File: src/rtl/cic3_pkg.sv
`default_nettype none
// ============================================================================
// Module   : cic3_pkg
// Brief    : Shared constants and types for the CIC3 row readout block.
// Revision : 1.0 - initial release
// ============================================================================
package cic3_pkg;

  localparam int CIC3_NUM_CH = 24;
  localparam int CIC3_WORD_W = 16;

  typedef logic [CIC3_WORD_W-1:0] cic3_word_t;

  typedef enum logic {
    IDLE  = 1'b0,
    SHIFT = 1'b1
  } cic3_rdout_state_e;

endpackage : cic3_pkg
`default_nettype wire

File: src/rtl/cic3_chan_shreg.sv
`default_nettype none
// ============================================================================
// Module   : cic3_chan_shreg
// Brief    : Per-channel MSB-first deserialiser with clear-on-frame-start.
// Revision : 1.0 - initial release
// ============================================================================
module cic3_chan_shreg
  import cic3_pkg::*;
#(
  parameter int WORD_W = CIC3_WORD_W
) (
  input  logic              clk,
  input  logic              reset_n,
  input  logic              i_shift_en,
  input  logic              i_clear,
  input  logic              i_bit,
  output logic [WORD_W-1:0] o_word
);

  logic [WORD_W-1:0] r_sr;

  always_ff @(posedge clk or negedge reset_n) begin
    if (!reset_n) begin
      r_sr <= '0;
    end else if (i_clear) begin
      r_sr <= {{(WORD_W-1){1'b0}}, i_bit};
    end else if (i_shift_en) begin
      r_sr <= {r_sr[WORD_W-2:0], i_bit};
    end
  end

  // Word including the bit on the wire this cycle, so the bank can load on the LSB edge
  // even when a new frame clears the register at that same edge.
  assign o_word = {r_sr[WORD_W-2:0], i_bit};

endmodule : cic3_chan_shreg
`default_nettype wire

File: src/rtl/cic3_row_readout.sv
`default_nettype none
// ============================================================================
// Module   : cic3_row_readout
// Brief    : Deserialises NUM_CH serial filter results, banks them and drains
//            them one channel per handshake. CIC3_RDOUT_PARITY_EN adds out_parity.
// Revision : 1.0 - initial release
// ============================================================================
module cic3_row_readout
  import cic3_pkg::*;
#(
  parameter int NUM_CH = CIC3_NUM_CH,
  parameter int WORD_W = CIC3_WORD_W
) (
  input  logic                      clk,
  input  logic                      reset_n,
  input  logic [NUM_CH-1:0]         in_bits,
  input  logic                      frame_start,
  output logic                      out_valid,
  input  logic                      out_ready,
  output logic [$clog2(NUM_CH)-1:0] out_chan,
  output logic [WORD_W-1:0]         out_data,
  output logic                      overrun,
  output logic                      frame_err
`ifdef CIC3_RDOUT_PARITY_EN
  ,
  output logic                      out_parity
`endif
);

  localparam int CH_W  = $clog2(NUM_CH);
  localparam int CNT_W = $clog2(WORD_W);
  localparam logic [CNT_W-1:0] c_LAST_BIT = CNT_W'(WORD_W - 1);
  localparam logic [CH_W-1:0]  c_LAST_CH  = CH_W'(NUM_CH - 1);

  cic3_rdout_state_e r_state;
  cic3_rdout_state_e w_state_nxt;
  logic [CNT_W-1:0]  r_bit_cnt;
  logic [CNT_W-1:0]  w_bit_cnt_nxt;
  logic              w_clear;
  logic              w_shift;
  logic              w_load;
  logic              w_ferr;

  logic [WORD_W-1:0] w_word [NUM_CH];
  logic [WORD_W-1:0] r_bank [NUM_CH];
  logic [CH_W-1:0]   r_ptr;
  logic              r_valid;
  logic              r_ovr;

  genvar g;
  generate
    for (g = 0; g < NUM_CH; g++) begin : g_chan
      cic3_chan_shreg #(
        .WORD_W (WORD_W)
      ) u_shreg (
        .clk        (clk),
        .reset_n    (reset_n),
        .i_shift_en (w_shift),
        .i_clear    (w_clear),
        .i_bit      (in_bits[g]),
        .o_word     (w_word[g])
      );
    end
  endgenerate

  always_ff @(posedge clk or negedge reset_n) begin
    if (!reset_n) begin
      r_state   <= IDLE;
      r_bit_cnt <= '0;
    end else begin
      r_state   <= w_state_nxt;
      r_bit_cnt <= w_bit_cnt_nxt;
    end
  end

  always_comb begin
    w_state_nxt   = r_state;
    w_bit_cnt_nxt = r_bit_cnt;
    w_clear       = 1'b0;
    w_shift       = 1'b0;
    w_load        = 1'b0;
    w_ferr        = 1'b0;
    case (r_state)
      IDLE: begin
        if (frame_start) begin
          w_state_nxt   = SHIFT;
          w_bit_cnt_nxt = CNT_W'(1);
          w_clear       = 1'b1;
        end
      end
      SHIFT: begin
        w_shift = 1'b1;
        if (r_bit_cnt == c_LAST_BIT) begin
          // A frame_start on the LSB is a legal back-to-back frame, not an error.
          w_load = 1'b1;
          if (frame_start) begin
            w_bit_cnt_nxt = CNT_W'(1);
            w_clear       = 1'b1;
          end else begin
            w_state_nxt   = IDLE;
            w_bit_cnt_nxt = '0;
          end
        end else if (frame_start) begin
          w_ferr        = 1'b1;
          w_bit_cnt_nxt = CNT_W'(1);
          w_clear       = 1'b1;
        end else begin
          w_bit_cnt_nxt = r_bit_cnt + 1'b1;
        end
      end
      default: begin
        w_state_nxt   = IDLE;
        w_bit_cnt_nxt = '0;
      end
    endcase
  end

  always_ff @(posedge clk or negedge reset_n) begin
    if (!reset_n) begin
      for (int i = 0; i < NUM_CH; i++) r_bank[i] <= '0;
    end else if (w_load) begin
      for (int i = 0; i < NUM_CH; i++) r_bank[i] <= w_word[i];
    end
  end

  // A reload takes priority over any handshake in the same cycle so frames never mix.
  always_ff @(posedge clk or negedge reset_n) begin
    if (!reset_n) begin
      r_valid <= 1'b0;
      r_ptr   <= '0;
      r_ovr   <= 1'b0;
    end else begin
      r_ovr <= w_load & r_valid;
      if (w_load) begin
        r_valid <= 1'b1;
        r_ptr   <= '0;
      end else if (r_valid && out_ready) begin
        if (r_ptr == c_LAST_CH) begin
          r_valid <= 1'b0;
          r_ptr   <= '0;
        end else begin
          r_ptr <= r_ptr + 1'b1;
        end
      end
    end
  end

  assign out_valid = r_valid;
  assign out_chan  = r_ptr;
  assign out_data  = r_bank[r_ptr];
  assign overrun   = r_ovr;
  assign frame_err = w_ferr;

`ifdef CIC3_RDOUT_PARITY_EN
  assign out_parity = ^out_data;
`endif

endmodule : cic3_row_readout
`default_nettype wire

File: config.mk
export PLATFORM = sky130hd
export DESIGN_NAME = cic3_row_readout
export DESIGN_NICKNAME = d
export VERILOG_FILES = /design/src/rtl/cic3_pkg.sv /design/src/rtl/cic3_chan_shreg.sv /design/src/rtl/cic3_row_readout.sv
export SDC_FILE = /design/constraint.sdc
export NUM_CORES = 1
export LEC_CHECK = 0
export ABC_AREA = 1
export BUFFER_PORTS_ARGS = -buffer_cell sky130_fd_sc_hd__buf_2
export CORE_MARGIN = 2
export CORE_UTILIZATION = 30
export DETAILED_ROUTE_END_ITERATION = 6
export HOLD_SLACK_MARGIN = 0.15
export MAX_ROUTING_LAYER = met4
export SLEW_MARGIN = 0
export SYNTH_ARGS = -nofsm -noshare
export SYNTH_HDL_FRONTEND = slang
export SYNTH_HIERARCHICAL = 1
export SYNTH_SLANG_ARGS = --single-unit
File: constraint.sdc
create_clock -name clk -period 7.49 [get_ports clk]
set_clock_uncertainty 0.1 [all_clocks]
set_input_delay 0.749 -clock clk [delete_from_list [all_inputs] [get_ports clk]]
set_output_delay 0.749 -clock clk [all_outputs]
set_load 0.1 [all_outputs]
== Word level (Yosys, flattened, before mapping) ==
Index checks and enable logic that the tools add are counted.

* Add/subtract/negate cells: 2
* $lt $le $gt $ge: 1
* Equal/unequal tests: 3
* Muxes and demuxes: 70
* Bitwise gates (word level): 3
* Reductions and logical operators: 5

{| class="wikitable"
|+ Operator list
! kind !! count
|-
| $mux 15 || 48
|-
| $bmux 16 s5 || 1
|-
| $mux 16 || 2
|-
| $mux 5 || 3
|-
| $mux 4 || 3
|-
| $mux 1 || 11
|-
| $pmux 4 s2 || 1
|-
| $ge 6x6->1 const B || 1
|-
| $not 5->6 || 1
|-
| $reduce_bool 2->1 || 3
|-
| $add 5x1->5 const B || 1
|-
| $eq 5x5->1 const B || 1
|-
| $add 4x1->4 const B || 1
|-
| $eq 4x4->1 const B || 1
|-
| $ne 2x2->1 const B || 1
|-
| $pmux 1 s2 || 1
|-
| $reduce_and 2->1 || 1
|-
| $and 1x1->1 || 1
|-
| $logic_and 1x1->1 || 1
|-
| $not 1->1 || 1
|}

* Register bits: 756
* Bits of input ports: 28
* Output and inout bits: 24
* Logic and storage cells: 137

== Depth between registers and ports, before layout ==
* Depth after elaboration: 5
* Gate-level depth with buffers: 11

== Cells and area by module ==
The synthesis kept the hierarchy.

{| class="wikitable"
|+ By module, submodules not included
! module !! instances !! cells an instance !! area an instance (um^2) !! sequential area each (um^2)
|-
| cic3_row_readout || 1 || 2536 || 19012.0 || 9909.5
|-
| cic3_chan_shreg || 24 || 66 || 621.8 || 375.4
|}

== Least setup slack after synthesis ==
No wires, ideal clock.

* Path type: flip-flop to output port
* Start: register r_state
* End: output frame_err
* Data arrival time: 5790 ps
* Required time: 6641 ps
* Slack: 851 ps
* Stages on the path, launching flop included: 3
* Path buffers: 0
* Cells stage by stage: dfrtp_1 nand2_1 nor2_1

* Word-level cells in the longest chain between the ends: 1

{| class="wikitable"
|+ RTL lines
! element !! RTL line !! RTL
|-
| start: declaration || cic3_row_readout.sv:35 || <nowiki>cic3_rdout_state_e r_state;</nowiki>
|-
| start signal: assignment || cic3_row_readout.sv:71 || <nowiki>r_state <= w_state_nxt;</nowiki>
|-
| $mux 1 || cic3_row_readout.sv:83 || <nowiki>case (r_state)</nowiki>
|-
| end: declaration || cic3_row_readout.sv:23 || <nowiki>output logic frame_err</nowiki>
|}

No other way between the ends.

== Worst setup path in the final report ==
* Start: register r_ptr[0], in the netlist out_chan[0]
* End: output out_data[0]

* Word-level cells in the longest chain between the ends: 4

{| class="wikitable"
|+ RTL lines
! element !! RTL line !! RTL
|-
| start: declaration || cic3_row_readout.sv:46 || <nowiki>logic [CH_W-1:0] r_ptr;</nowiki>
|-
| start signal: assignment || cic3_row_readout.sv:142 || <nowiki>r_ptr <= r_ptr + 1'b1;</nowiki>
|-
| $not 5->6 (implied by the code) || cic3_row_readout.sv:150 || <nowiki>assign out_data = r_bank[r_ptr];</nowiki>
|-
| $bmux 16 s5 || cic3_row_readout.sv:150 ||
|-
| $mux 16 (implied by the code) (2 in a row) || cic3_row_readout.sv:150 ||
|-
| end: declaration || cic3_row_readout.sv:21 || <nowiki>output logic [WORD_W-1:0] out_data,</nowiki>
|}

No other way between the ends. The select of a mux whose other input is x is not followed.

==> results.txt <==
outcome -> finished, final reports clean
Post-synth EDFFs -> 0
post-synth top area share -> 55.75%
ys flop type -> dfrtp_1
TritonCTS Sinks -> 756
Area Overhead vs Synth -> 9.339%
Starting Density -> 30.21%
H-tree Lvls -> 3
Leakage Power -> 19.05 nW
Vias/cell -> 4.763
Min-Delay Path Depth -> 3
CTS Buffer Depth -> 3
clock transition at the registers of the reported paths -> 0.06 ns
worst slew pin tran -> 1.319 ns
core area -> 112300 um^2
startpoint types -> register
Post-synth ARST share -> 100.0%
DR pass1 iterations -> 6
Post-DP Area -> 34520 um^2
Required @ worst endpoint -> 6.64 ns
DIE WIDTH -> 340.3 um
post-synthesis instance area -> 33940 um^2
via count -> 26590
Synth area leader -> dfrtp_1
Avg WL per Cell -> 16.29 um
Final Core Density -> 33.03%
Die Y -> 340.3 um
CP Max Fanout -> 114
number of global-route vias before repair -> 25460
Peak VDD IR -> 904.3 uV
Routed Wire Length -> 90.95 mm
Worst Reg2Reg Path Length in Cells -> 7
RSZ-0062 raised after global routing -> no
first-pass GRT wire length -> 145.7 mm
Antenna Nets Post-Route -> 0
pwr dens -> 311.1 nW/um^2
Final period util -> 66.87%
Yosys reg bits -> 756
row cnt -> 123
cts bufs inserted -> 80
final setup violation count -> 0
share of layout cells above drive strength 1 -> 6.915%
top cells by count, synth -> nand2_1, dfrtp_1, nand3_1
# Post-CTS Setup Buffers -> 0
Final #Nets -> 4053
Yosys warning total -> 6
Hold WC Path Type -> input pin to register
Synth area leaders -> dfrtp_1, nand2_1, nand3_1
die area -> 115800 um^2
CP endpoint kind -> primary output
MaxCap Viol Count -> 0
Tmin final -> 5.008 ns
RD Place Congestion -> 0.9065
Skew-Pair Late Insertion Delay -> 0.64 ns
initial antenna violation count -> 7
TritonCTS clock tree -> done
Final Max Tran Viols -> 0
# IOs -> 52
cells after synthesis -> 4120
register area share after synthesis -> 55.75%
dpl hpwl -> 57.30 mm
Hold Vio Cnt, Final -> 0
max_slew headroom -> 12.08%
filler cell count -> 11950
clk root buf -> clkbuf_16
Residual DRC -> 0
Setup CP Type -> register to primary output
top-count cell post-synth -> nand2_1
gr usage total -> 16.09%
syn nets -> 4150
global route overflow -> 0
FMAX -> 199.7 MHz
design area -> 37110 um^2
initial DRC count -> 2652
synth unique cells -> 25
setup TNS -> 0 ns
PortBufs -> 51
Mean Syn Cell Area -> 8.237 um^2
Critical Path AT -> 4.16 ns
Worst R2R Setup Slack -> 3.74 ns
largest net degree at the start of global routing -> 214
worst max-delay path, stage by stage, from the launching register on:
cell and delay (ns):
dfrtp_4 0.65, inv_4 0.93, buf_4 0.60, nand2_1 0.11
nand3_1 0.09, nand3_1 0.09, nand3_1 0.15, nand2_1 0.17
nand2_1 0.16, nand2_1 0.10, buf_2 0.30
cell families after synthesis:
logic type / Yosys count / synth area share (%)
AOI/OAI and AO/OA: 355 / 5.482
xor gates and xnor gates: 2 / 0.05163
adders and majority gates: 2 / 0.07373
buffers and inverters: 520 / 8.369
DFF: 756 / 55.75
and+or+nand+nor: 2485 / 30.28
layer usage:
layer / global-route usage, % / up-vias / share of wire, %
met3: 3.519 / 179 / 7.1
met1: 21.75 / 12970 / 45
li1: - / 12770 / -
met5: - / - / 0
met2: 23.56 / 670 / 44
met4: 6.057 / 0 / 3.5
placed cells by master (no fill, tap or decap), types with 26 or more instances in the layout:
cell	synthesis	layout
buf_2	96	49
clkbuf_16	0	81
dfrtp_1	756	752
inv_1	231	231
inv_2	27	26
nand2_1	1717	1717
nand3_1	551	551
nor2_1	165	165
o211ai_1	32	32
o21ai_0	302	302
layout make-up:
| cell class | count | area [um^2] | area share [%] |
|---|---|---|---|
| inverter | 260 | 980.9 | 2.644 |
| timing repair buffer | 81 | 561.8 | 1.514 |
| antenna | 4 | 10.01 | 0.02698 |
| clock inverter | 23 | 256.5 | 0.6913 |
| sequential | 756 | 18930 | 51.02 |
| tap | 1500 | 1877 | 5.058 |
| clock buffer | 114 | 2311 | 6.228 |
| multi-input combinational | 2844 | 12180 | 32.82 |
stage by stage:
stage                     hold WS [ns]  power (W)  cells  setup WS, ns
after floorplan                 0.3366   0.006639   4120        0.8511
after global placement          0.3474   0.007674   5440         3.261
after detailed placement        0.3530   0.007665   5440         3.210
after CTS                       0.1835    0.01163   5578         2.516
after global routing            0.2308    0.01203   5581         2.273
final                           0.2165    0.01154   5582         2.482
power by group:
group          switching, W  internal [W]  leakage [nW]
combinational       0.00262      0.000690          7.49
clock               0.00167       0.00228          1.25
sequential         0.000134       0.00415          10.3
flip-flops by register name (all words and copies together), names as in the netlist:
name                 flops
r_bank                 384
g_chan.u_shreg/r_sr    360
out_chan                 5
r_bit_cnt                4
out_valid                1
overrun                  1
r_state                  1
what timing repair did:
| item | CTS | global route |
|---|---|---|
| hold buffers | 1 | 0 |
| gates resized for setup | 0 | 0 |
| hold endpoints to repair | 88 | 0 |
final timing paths:
path	startpoint	endpoint
worst max-delay path	out_chan[0]	out_data[0]
max in group asynchronous	reset_n	r_bank[290]
min in group asynchronous	reset_n	g_chan[16].u_shreg/r_sr[0]
worst max register to register	r_bit_cnt[0]	r_bank[157]
worst min-delay path	in_bits[16]	r_bank[112]
worst min register to register	r_bank[45]	r_bank[45]
No activity file was read; power rests on OpenSTA's default activity.
